## config.mk

```make
export PLATFORM = sky130hd
export DESIGN_NAME = fwd_hazard_scoreboard_flat
export DESIGN_NICKNAME = d
export VERILOG_FILES = /design/src/rtl/fwd_hazard_scoreboard_pkg.sv /design/src/rtl/fwd_hazard_scoreboard_if.sv /design/src/rtl/fwd_hazard_scoreboard_long_op_scoreboard.sv /design/src/rtl/fwd_hazard_scoreboard.sv /design/src/flat_wrapper.sv
export SDC_FILE = /design/constraint.sdc
export NUM_CORES = 1
export LEC_CHECK = 0
export CAP_MARGIN = 5
export CELL_PAD_IN_SITES_DETAIL_PLACEMENT = 1
export CELL_PAD_IN_SITES_GLOBAL_PLACEMENT = 1
export CORE_MARGIN = 2
export CORE_UTILIZATION = 33
export CTS_BUF_LIST = sky130_fd_sc_hd__clkbuf_4 sky130_fd_sc_hd__clkbuf_8
export DETAILED_ROUTE_END_ITERATION = 6
export GPL_TIMING_DRIVEN = 1
export MAX_ROUTING_LAYER = met4
export PLACE_DENSITY = 0.9
export SYNTH_ARGS = -nofsm -noshare
export SYNTH_HDL_FRONTEND = slang
export SYNTH_SLANG_ARGS = --single-unit
```

## constraint.sdc

```tcl
create_clock -name clk_i -period 3 [get_ports clk_i]
set_clock_uncertainty 0.15 [all_clocks]
set_input_delay 0.3 -clock clk_i [delete_from_list [all_inputs] [get_ports clk_i]]
set_output_delay 0.3 -clock clk_i [all_outputs]
set_load 0.005 [all_outputs]
```

## src/rtl/fwd_hazard_scoreboard_pkg.sv

```systemverilog
// Shared types and helpers for the EX-stage forwarding/hazard unit.
// Declares package fwd_pkg: forward-select encoding, scoreboard states, address match.
package fwd_pkg;

  typedef enum logic [1:0] {
    FWD_RF    = 2'b00,
    FWD_MEMWB = 2'b01,
    FWD_EXMEM = 2'b10,
    FWD_LONG  = 2'b11
  } fwd_sel_e;

  typedef enum logic [1:0] {
    IDLE = 2'b00,
    BUSY = 2'b01,
    DONE = 2'b10
  } lsb_state_e;

  // Widest register address the match helper accepts; callers zero-extend.
  localparam int MAX_AW = 16;

  // A read source hits a producer only when it is really read and the
  // address is not r0, which is never forwarded from and never stalls.
  function automatic logic addr_match(input logic              vld,
                                      input logic [MAX_AW-1:0] src,
                                      input logic [MAX_AW-1:0] rd);
    return vld && (src == rd) && (rd != '0);
  endfunction

endpackage

```

## src/rtl/fwd_hazard_scoreboard_if.sv

```systemverilog
// Pipeline-side bundle for fwd_hazard_scoreboard; master = pipeline, slave = unit.
// Perf counter outputs exist only when FWD_HAZARD_PERF_EN is defined.
interface fwd_hazard_scoreboard_if #(
  parameter int REG_AW  = 5,
  parameter int NUM_SRC = 2
);
  logic                        flush_i;
  logic [NUM_SRC*REG_AW-1:0]   ex_src_i;
  logic [NUM_SRC-1:0]          ex_src_vld_i;
  logic                        ex_regwrite_i;
  logic [REG_AW-1:0]           ex_rd_i;
  logic                        long_issue_i;
  logic                        exmem_regwrite_i;
  logic                        exmem_memread_i;
  logic [REG_AW-1:0]           exmem_rd_i;
  logic                        memwb_regwrite_i;
  logic [REG_AW-1:0]           memwb_rd_i;
  logic [2*NUM_SRC-1:0]        fwd_sel_o;
  logic                        stall_o;
  logic                        long_busy_o;
  logic                        long_done_o;
  logic [REG_AW-1:0]           long_rd_o;
`ifdef FWD_HAZARD_PERF_EN
  logic [31:0]                 perf_loaduse_cnt_o;
  logic [31:0]                 perf_long_cnt_o;
`endif

  modport master (
    output flush_i, ex_src_i, ex_src_vld_i, ex_regwrite_i, ex_rd_i, long_issue_i,
    output exmem_regwrite_i, exmem_memread_i, exmem_rd_i, memwb_regwrite_i, memwb_rd_i,
    input  fwd_sel_o, stall_o, long_busy_o, long_done_o, long_rd_o
`ifdef FWD_HAZARD_PERF_EN
    , input perf_loaduse_cnt_o, perf_long_cnt_o
`endif
  );

  modport slave (
    input  flush_i, ex_src_i, ex_src_vld_i, ex_regwrite_i, ex_rd_i, long_issue_i,
    input  exmem_regwrite_i, exmem_memread_i, exmem_rd_i, memwb_regwrite_i, memwb_rd_i,
    output fwd_sel_o, stall_o, long_busy_o, long_done_o, long_rd_o
`ifdef FWD_HAZARD_PERF_EN
    , output perf_loaduse_cnt_o, perf_long_cnt_o
`endif
  );

endinterface

```

## src/rtl/fwd_hazard_scoreboard_long_op_scoreboard.sv

```systemverilog
// One-entry scoreboard for the fixed-latency long-op unit: tracks the pending
// destination and pulses done exactly LONG_LAT cycles after an accepted issue.
module long_op_scoreboard
  import fwd_pkg::*;
#(
  parameter int REG_AW   = 5,
  parameter int LONG_LAT = 4
) (
  input  logic              clk,
  input  logic              rst,
  input  logic              issue,
  input  logic [REG_AW-1:0] issue_rd,
  output lsb_state_e        state,
  output logic [REG_AW-1:0] busy_rd,
  output logic              long_busy,
  output logic              long_done,
  output logic [REG_AW-1:0] long_rd
);

  localparam int CNT_W = $clog2(LONG_LAT) + 1;

  lsb_state_e        state_nxt;
  logic [CNT_W-1:0]  cnt, cnt_nxt;
  logic [REG_AW-1:0] busy_rd_nxt;

  // NOTE: state is reset, including busy_rd, so a reset mid-op can never
  // leak a stale destination into forwarding or writeback.
  // NOTE: sequential state uses non-blocking assignments so every register
  // samples the pre-edge values regardless of statement order.
  always_ff @(posedge clk) begin
    if (rst) begin
      state   <= IDLE;
      cnt     <= '0;
      busy_rd <= '0;
    end else begin
      state   <= state_nxt;
      cnt     <= cnt_nxt;
      busy_rd <= busy_rd_nxt;
    end
  end

  // NOTE: every variable gets a default first so no path infers a latch.
  always_comb begin
    state_nxt   = state;
    cnt_nxt     = cnt;
    busy_rd_nxt = busy_rd;
    unique case (state)
      IDLE, DONE: begin
        if (issue) begin
          state_nxt   = BUSY;
          cnt_nxt     = CNT_W'(LONG_LAT - 1);
          busy_rd_nxt = issue_rd;
        end else if (state == DONE) begin
          state_nxt = IDLE;
        end
      end
      BUSY: begin
        if (cnt == CNT_W'(1)) begin
          state_nxt = DONE;
          cnt_nxt   = '0;
        end else begin
          cnt_nxt = cnt - CNT_W'(1);
        end
      end
      default: state_nxt = IDLE;
    endcase
  end

  assign long_busy = (state == BUSY);
  assign long_done = (state == DONE);
  assign long_rd   = long_done ? busy_rd : '0;

endmodule

```

## src/rtl/fwd_hazard_scoreboard.sv

```systemverilog
// EX-stage operand forwarding, load-use/long-op hazard stall and long-op writeback.
// Define FWD_HAZARD_PERF_EN to add saturating stall-cause performance counters.
module fwd_hazard_scoreboard
  import fwd_pkg::*;
#(
  parameter int REG_AW   = 5,
  parameter int NUM_SRC  = 2,
  parameter int LONG_LAT = 4
) (
  input  logic                    clk_i,
  input  logic                    rst_i,
  fwd_hazard_scoreboard_if.slave  bus
);

  lsb_state_e        state;
  logic [REG_AW-1:0] busy_rd;
  logic [NUM_SRC-1:0] lu_hit, raw_hit;
  logic [2*NUM_SRC-1:0] fwd_sel;
  logic              lu_stall, waw_stall, struct_stall, long_stall;
  logic              stall, issue_accept;
  logic [REG_AW-1:0] issue_rd;

  for (genvar k = 0; k < NUM_SRC; k++) begin : g_src
    logic [REG_AW-1:0] src;
    logic              vld;
    fwd_sel_e          sel;

    assign src = bus.ex_src_i[k*REG_AW +: REG_AW];
    assign vld = bus.ex_src_vld_i[k];

    // Loads in EXMEM have no data yet: they stall instead of forwarding.
    always_comb begin
      sel = FWD_RF;
      if (vld && (src != '0)) begin
        if (bus.exmem_regwrite_i && (bus.exmem_rd_i == src) && !bus.exmem_memread_i)
          sel = FWD_EXMEM;
        else if (bus.memwb_regwrite_i && (bus.memwb_rd_i == src))
          sel = FWD_MEMWB;
        else if ((state == DONE) && (busy_rd == src))
          sel = FWD_LONG;
      end
    end

    assign fwd_sel[2*k +: 2] = sel;
    assign lu_hit[k]  = addr_match(vld, MAX_AW'(src), MAX_AW'(bus.exmem_rd_i));
    assign raw_hit[k] = addr_match(vld, MAX_AW'(src), MAX_AW'(busy_rd));
  end

  assign lu_stall     = bus.exmem_memread_i && bus.exmem_regwrite_i && (|lu_hit);
  assign waw_stall    = (state == BUSY) && bus.ex_regwrite_i &&
                        (bus.ex_rd_i == busy_rd) && (busy_rd != '0);
  assign struct_stall = bus.long_issue_i && (state == BUSY);
  assign long_stall   = ((state == BUSY) && (|raw_hit)) || waw_stall || struct_stall;

  // A squashed EX instruction must neither hold the pipe nor start a long op.
  assign stall        = !bus.flush_i && (lu_stall || long_stall);
  assign issue_accept = bus.long_issue_i && !stall && !bus.flush_i && (state != BUSY);
  assign issue_rd     = bus.ex_regwrite_i ? bus.ex_rd_i : '0;

  long_op_scoreboard #(
    .REG_AW   (REG_AW),
    .LONG_LAT (LONG_LAT)
  ) u_sb (
    .clk       (clk_i),
    .rst       (rst_i),
    .issue     (issue_accept),
    .issue_rd  (issue_rd),
    .state     (state),
    .busy_rd   (busy_rd),
    .long_busy (bus.long_busy_o),
    .long_done (bus.long_done_o),
    .long_rd   (bus.long_rd_o)
  );

  assign bus.fwd_sel_o = fwd_sel;
  assign bus.stall_o   = stall;

`ifdef FWD_HAZARD_PERF_EN
  logic [31:0] perf_lu_cnt, perf_long_cnt;

  // Both counters may step in the same cycle when both causes are present.
  always_ff @(posedge clk_i) begin
    if (rst_i) begin
      perf_lu_cnt   <= '0;
      perf_long_cnt <= '0;
    end else begin
      if (!bus.flush_i && lu_stall && (perf_lu_cnt != '1))
        perf_lu_cnt <= perf_lu_cnt + 32'd1;
      if (!bus.flush_i && long_stall && (perf_long_cnt != '1))
        perf_long_cnt <= perf_long_cnt + 32'd1;
    end
  end

  assign bus.perf_loaduse_cnt_o = perf_lu_cnt;
  assign bus.perf_long_cnt_o    = perf_long_cnt;
`endif

endmodule

```

## src/flat_wrapper.sv

```systemverilog
// flat-port wrapper written by rule: the top's interface ports become plain ports
module fwd_hazard_scoreboard_flat import fwd_pkg::*;
#(
  parameter int REG_AW   = 5,
  parameter int NUM_SRC  = 2,
  parameter int LONG_LAT = 4
)
  (clk_i, rst_i, bus_flush_i, bus_ex_src_i, bus_ex_src_vld_i, bus_ex_regwrite_i, bus_ex_rd_i, bus_long_issue_i, bus_exmem_regwrite_i, bus_exmem_memread_i, bus_exmem_rd_i, bus_memwb_regwrite_i, bus_memwb_rd_i, bus_fwd_sel_o, bus_stall_o, bus_long_busy_o, bus_long_done_o, bus_long_rd_o);
  fwd_hazard_scoreboard_if #(.REG_AW(REG_AW), .NUM_SRC(NUM_SRC)) bus_i ();
  input  logic clk_i;
  input  logic rst_i;
  input wire logic [$bits(bus_i.flush_i)-1:0] bus_flush_i;
  input wire logic [$bits(bus_i.ex_src_i)-1:0] bus_ex_src_i;
  input wire logic [$bits(bus_i.ex_src_vld_i)-1:0] bus_ex_src_vld_i;
  input wire logic [$bits(bus_i.ex_regwrite_i)-1:0] bus_ex_regwrite_i;
  input wire logic [$bits(bus_i.ex_rd_i)-1:0] bus_ex_rd_i;
  input wire logic [$bits(bus_i.long_issue_i)-1:0] bus_long_issue_i;
  input wire logic [$bits(bus_i.exmem_regwrite_i)-1:0] bus_exmem_regwrite_i;
  input wire logic [$bits(bus_i.exmem_memread_i)-1:0] bus_exmem_memread_i;
  input wire logic [$bits(bus_i.exmem_rd_i)-1:0] bus_exmem_rd_i;
  input wire logic [$bits(bus_i.memwb_regwrite_i)-1:0] bus_memwb_regwrite_i;
  input wire logic [$bits(bus_i.memwb_rd_i)-1:0] bus_memwb_rd_i;
  output wire logic [$bits(bus_i.fwd_sel_o)-1:0] bus_fwd_sel_o;
  output wire logic [$bits(bus_i.stall_o)-1:0] bus_stall_o;
  output wire logic [$bits(bus_i.long_busy_o)-1:0] bus_long_busy_o;
  output wire logic [$bits(bus_i.long_done_o)-1:0] bus_long_done_o;
  output wire logic [$bits(bus_i.long_rd_o)-1:0] bus_long_rd_o;
  assign bus_i.flush_i = bus_flush_i;
  assign bus_i.ex_src_i = bus_ex_src_i;
  assign bus_i.ex_src_vld_i = bus_ex_src_vld_i;
  assign bus_i.ex_regwrite_i = bus_ex_regwrite_i;
  assign bus_i.ex_rd_i = bus_ex_rd_i;
  assign bus_i.long_issue_i = bus_long_issue_i;
  assign bus_i.exmem_regwrite_i = bus_exmem_regwrite_i;
  assign bus_i.exmem_memread_i = bus_exmem_memread_i;
  assign bus_i.exmem_rd_i = bus_exmem_rd_i;
  assign bus_i.memwb_regwrite_i = bus_memwb_regwrite_i;
  assign bus_i.memwb_rd_i = bus_memwb_rd_i;
  assign bus_fwd_sel_o = bus_i.fwd_sel_o;
  assign bus_stall_o = bus_i.stall_o;
  assign bus_long_busy_o = bus_i.long_busy_o;
  assign bus_long_done_o = bus_i.long_done_o;
  assign bus_long_rd_o = bus_i.long_rd_o;
  fwd_hazard_scoreboard #(.REG_AW(REG_AW), .NUM_SRC(NUM_SRC), .LONG_LAT(LONG_LAT)) u_core (.clk_i(clk_i), .rst_i(rst_i), .bus(bus_i));
endmodule
```

==> impl_metrics.ini, run 1 <==
[placement]
gp_congestion = 0.968
pre_cts_slack_ps = 5.12
port_buffers = 46
dp_hpwl_um = 3190
dp_cells = 228
post_dp_cell_area_mm2 = 0.00161

[routing]
ant_nets = 0
vias = 1214
via_per_inst = 5.23
wl_um = 3880
drt_iter0_drc = 48
drc = 0
detail_route.first_pass.iterations = 4
wire_per_inst_um = 16.7

[clock_tree]
cts_tree = done
htree_levels = 1
postCtsSetupRepairBufs = 0
cts.path.max_buffers = 2
clk_latency_ps = 270
cts_buffers = 3
clock-sinks = 10
root_buffer = clkbuf_4
cts.clk_slew.worst_paths_ps = 70

[grt]
grt_pass1_wl_um = 6400
grt_pass1_vias = 1391
top_usage_layer = met2
gr-usage-met3_pct = 3.99
antenna_found_initial = 0
use_met1_pct = 20.1
grt-ovfl-total = 0
met2_usage_pct = 42.9
groute.usage.overall_pct = 21.2
grt_start_max_net_pins = 16

[sta]
hold_viol_final = 0
whs_ps = 412
relSlewSlack_pct = 57.8
finalWorstSetupSlack_ps = 130
setup_viol = 0
slew_viol_final = 0
period_share_pct = 95.7
fmax_ghz = 0.348
setup_tns_ps = 0
worst_slew_pin_slew_ps = 632
grt_setup_unrepaired = no
period_minus_slack_ps = 2870

[hold_path]
hp-class = flip-flop to flip-flop
worstHoldStart = u_core.u_sb.cnt[1]$_SDFFE_PP0P_
hold_path_depth = 2

[synthesis]
synth_top_area_share_pct = 17.8
ys_warn_count = 0
synth-seq-cells = 10
syn-cell-area_mm2 = 0.00112
synth.area.top_cells = dfxtp_1, xor2_1, xnor2_1, mux2i_1, nand3_1
synth_cell_type_count = 32
synthCells = 143
synth_seq_area_share_pct = 17.8
syn_nets = 180
yosysTopAreaCell = dfxtp_1
avgSynthCellArea_um2 = 7.85

[worst_setup_path]
critPathMostFrequentCell = clkdlybuf4s50_1
setup.worst_path.end_class = output pin
critPathMaxFanout = 4
crit_arrival_ps = 2420
worstSetupPathType = input pin to output pin
cp_data_required_time_ps = 2550
cpPeakStageDelay_ps = 530
slowest_stage = clkdlybuf4s50_1
r2r-start = u_core.u_sb.state[0]$_SDFFE_PP0P_
startpoint_type = input pin
critPathLaunch = bus_ex_src_i[2]
worstRegToRegCells = 3
path_cells = clkdlybuf4s50_1, xor2_1, nor4_2, nand3_1, a21boi_0, nor3b_2, clkdlybuf4s50_1

[floorplanning]
fp.coreArea_mm2 = 0.00331
ios = 47
start_util_pct = 33.9
dieArea_mm2 = 0.00388
die_x_um = 62.3
die_h_um = 62.3
num_rows = 21

[finish]
utilization_pct = 50.2
final_common_cell = clkdlybuf4s50_1
drive_gt1_share_pct = 5.91
syn_to_final_growth_pct = 48.0
layout.nets = 224
most-common-layout-cells = clkdlybuf4s50_1, xor2_1, xnor2_1, dfxtp_1, nand3_1
finalNonFillerCells = 232
diodes = 0
fin_area_mm2 = 0.00166

[power_and_ir_drop]
power_density_mw_per_mm2 = 268
power.leakage_nw = 0.601
total_power_mw = 0.446
irDropWorstVdd_v = 0.000222

[run]
maxCapViolations = 0

[run_status]
status = finished clean
cell usage after synthesis:
library cell	count
a221oi_2	1
o21ai_0	3
mux2i_1	5
nor3b_1	2
a21oi_1	8
ha_1	2
and3_1	3
nor2_1	8
buf_1	1
or4_1	2
clkbuf_1	6
xor2_1	20
a21bo_4	1
xnor2_1	15
a21boi_0	1
nand2_1	7
o31ai_1	1
nor4_1	3
nor3_1	6
o311a_4	1
a22oi_1	1
a221oi_1	1
nand3b_1	5
a21boi_4	1
nor2b_1	2
and2_1	5
dfxtp_1	10
nand2b_1	7
a32o_2	1
or3_1	1
inv_1	4
nand3_1	9
routing by layer:
| layer | part of all wire (%) | wire [um] | vias up |
|---|---|---|---|
| met4 | 1.9 | 74 | 0 |
| met3 | 4.8 | 185 | 8 |
| met2 | 54 | 2080 | 41 |
| li1 | - | - | 583 |
| met1 | 40 | 1540 | 582 |
| met5 | 0 | 0 | - |
where the power goes:
part	internal [mW]	switching [mW]	total, mW
registers	0.140	0.00925	0.150
logic	0.0913	0.0793	0.171
clock network	0.0738	0.0517	0.125
repair_timing:
item | in CTS | in global routing
hold buffers | 0 | 0
setup endpoints to repair | 1 | 1
cloned | 0 | 0
resized for setup | 1 | 1
critical path: cells and delay by family:
kind	cells	cell delay [ps]
AO/OA/AOI/OAI	1	180
buffers and inverters	2	1050
AND/OR/NAND/NOR	3	680
XOR/XNOR	1	220
registers in the layout, indices dropped and copies added (netlist names):
name / flops
u_core.u_sb.busy_rd: 5
u_core.u_sb.state: 2
u_core.u_sb.cnt: 3
logic make-up (layout without fill, tap and decap cells):
| group | count (synthesis) | after routing | share of synthesized area, % |
|---|---|---|---|
| and+or+nand+nor | 60 | 60 | 29.4 |
| xor gates and xnor gates | 35 | 35 | 27.3 |
| AOI/OAI and AO/OA | 20 | 20 | 15.1 |
| buffers and inverters | 11 | 54 | 3.68 |
| DFF | 10 | 10 | 17.8 |
| muxes | 5 | 5 | 4.46 |
| adders and majority gates | 2 | 2 | 2.23 |
cell type report:
| class | count | area, um^2 |
|---|---|---|
| clock buffers | 4 | 36.3 |
| fillers | 422 | 1650 |
| inverters | 4 | 15.0 |
| multi-input cells | 122 | 892 |
| flip-flops and latches | 10 | 200 |
| well taps | 46 | 57.6 |
| repair buffers | 46 | 460 |
path summary, 6_finish.rpt:
check        slack [ps]                                  end
max                 130                     bus_fwd_sel_o[0]
min                 410      u_core.u_sb.cnt[1]$_SDFFE_PP0P_
min reg2reg         410      u_core.u_sb.cnt[1]$_SDFFE_PP0P_
max reg2reg        1490  u_core.u_sb.busy_rd[1]$_SDFFE_PP0P_
No activity file was read; power rests on OpenSTA's default activity.
==> run 2: changes to the inputs <==
Settings changed: RECOVER_POWER set to 25, SLEW_MARGIN set to 0.
==> impl_metrics.ini, run 2 (synthesis gave the netlist of run 1 again) <==
[routing]
detail_route.first_pass.iterations = 4
vias = 1213
drc = 0
drt_iter0_drc = 30
via_per_inst = 5.23
ant_nets = 0
wire_per_inst_um = 16.7
wl_um = 3870

[clock_tree]
postCtsSetupRepairBufs = 0
cts.clk_slew.worst_paths_ps = 70
clock-sinks = 10
cts_tree = done
clk_latency_ps = 270
cts_buffers = 3
cts_hold_buf = 0
htree_levels = 1
root_buffer = clkbuf_4
cts.path.max_buffers = 2

[finish]
largest-register = u_core.u_sb.busy_rd
multiInputGateArea_um2 = 886
drive_gt1_share_pct = 5.38
finalNonFillerCells = 232
syn_to_final_growth_pct = 47.5
most-common-layout-cells = clkdlybuf4s50_1, xor2_1, xnor2_1, dfxtp_1, nand3_1
regArea_um2 = 200
n_fill_cell = 422
layout.nets = 224
final_common_cell = clkdlybuf4s50_1
reg_top3 = u_core.u_sb.busy_rd: 5 flops, u_core.u_sb.cnt: 3 flops, u_core.u_sb.state: 2 flops
largest_register_ffs = 5
diodes = 0

[run_status]
status = finished clean

[floorplanning]
dieArea_mm2 = 0.00388
start_util_pct = 33.9
die_h_um = 62.3
ios = 47
die_x_um = 62.3
fp.coreArea_mm2 = 0.00331
num_rows = 21

[worst_setup_path]
cpLargestDelayFamily = buffers and inverters
cp_data_required_time_ps = 2550
cpPeakStageDelay_ps = 530
crit_arrival_ps = 2420
critPathBufInv = 2
worstSetupPathType = input pin to output pin
r2r-start = u_core.u_sb.state[0]$_SDFFE_PP0P_
critPathMostFrequentCell = clkdlybuf4s50_1
r2r-end = u_core.u_sb.busy_rd[1]$_SDFFE_PP0P_
setup.worst_path.end_class = output pin
critPathMaxFanout = 4
startpoint_type = input pin
r2r_slack_ps = 1510
slowest_stage = clkdlybuf4s50_1
worstRegToRegCells = 3
path_cells = clkdlybuf4s50_1, xor2_1, nor4_2, nand3_1, a21boi_0, nor3b_2, clkdlybuf4s50_1

[sta]
setup_viol = 0
grt_setup_unrepaired = no
hold_viol_final = 0
period_share_pct = 95.6
worst_slew_pin_slew_ps = 623
whs_ps = 413
slew_viol_final = 0
period_minus_slack_ps = 2870
setup_tns_ps = 0
fmax_ghz = 0.349
finalWorstSetupSlack_ps = 131
relSlewSlack_pct = 58.4

[hold_path]
min_delay_worst_endpoint = u_core.u_sb.cnt[1]$_SDFFE_PP0P_
worstHoldStart = u_core.u_sb.cnt[1]$_SDFFE_PP0P_
hold_path_depth = 2
hp-class = flip-flop to flip-flop

[grt]
grt_pass1_wl_um = 6400
grt_pass1_vias = 1391
groute.usage.overall_pct = 21.2
grt-ovfl-total = 0
antenna_found_initial = 0
grt_start_max_net_pins = 16

[placement]
dp_hpwl_um = 3190
dp_cells = 228
gp_congestion = 0.968
pre_cts_slack_ps = 5.12
port_buffers = 46

[power_and_ir_drop]
irDropWorstVdd_v = 0.000221
total_power_mw = 0.444
power.leakage_nw = 0.600
power_density_mw_per_mm2 = 268

[run]
maxCapViolations = 0
-- run 2: layer usage --
metal	GRT usage [%]	vias up	part of all wire [%]
met2	42.9	41	54
met5	-	-	0
li1	-	581	-
met1	20.1	583	40
met4	6.11	0	1.9
met3	3.99	8	4.7
-- run 2: worst register-to-register path: cells and delay by family (launching register included) --
kind / cells / cell delay (ps)
flip-flops: 1 / 330
multiplexers: 1 / 230
AO/OA/AOI/OAI: 1 / 380
AND/OR/NAND/NOR: 1 / 340
-- run 2: how the worst max path moves through the flow --
stage,startpoint,to,slack [ps],depth (start not counted)
final,bus_ex_src_i[2],bus_fwd_sel_o[0],130,7
after global routing,bus_ex_src_i[2],bus_fwd_sel_o[0],40,7
after CTS,bus_ex_src_i[2],bus_fwd_sel_o[0],50,7
after detailed placement,bus_ex_src_i[2],bus_fwd_sel_o[0],5,7
after global placement,bus_ex_src_i[6],bus_fwd_sel_o[2],230,6
after floorplan,bus_exmem_rd_i[2],bus_stall_o,1290,4
-- run 2: what timing repair did --
| action | CTS | global route |
|---|---|---|
| endpoints found under the hold margin | 0 | 0 |
| resized for setup | 1 | 1 |
| endpoints found under the setup margin | 1 | 1 |
-- run 2: power by group --
part           total [mW]  internal, mW  switching, mW
Sequential          0.150         0.140        0.00926
Clock               0.125        0.0738         0.0516
Combinational       0.169        0.0898         0.0790
Total               0.444         0.304          0.140
-- run 2: cell type report --
type,count,share of cell area [%]
clock buffer,4,2.19
inverter,4,0.907
multi-input combinational,122,53.5
sequential,10,12.1
tap,46,3.48
timing repair buffer,46,27.8
-- run 2: stage by stage --
stage                     util (%)  cell area (um^2)
after floorplan                  -              1120
after global placement        48.8              1610
after detailed placement      48.8              1610
after CTS                     50.0              1660
after global routing          50.0              1660
final                         50.0              1660
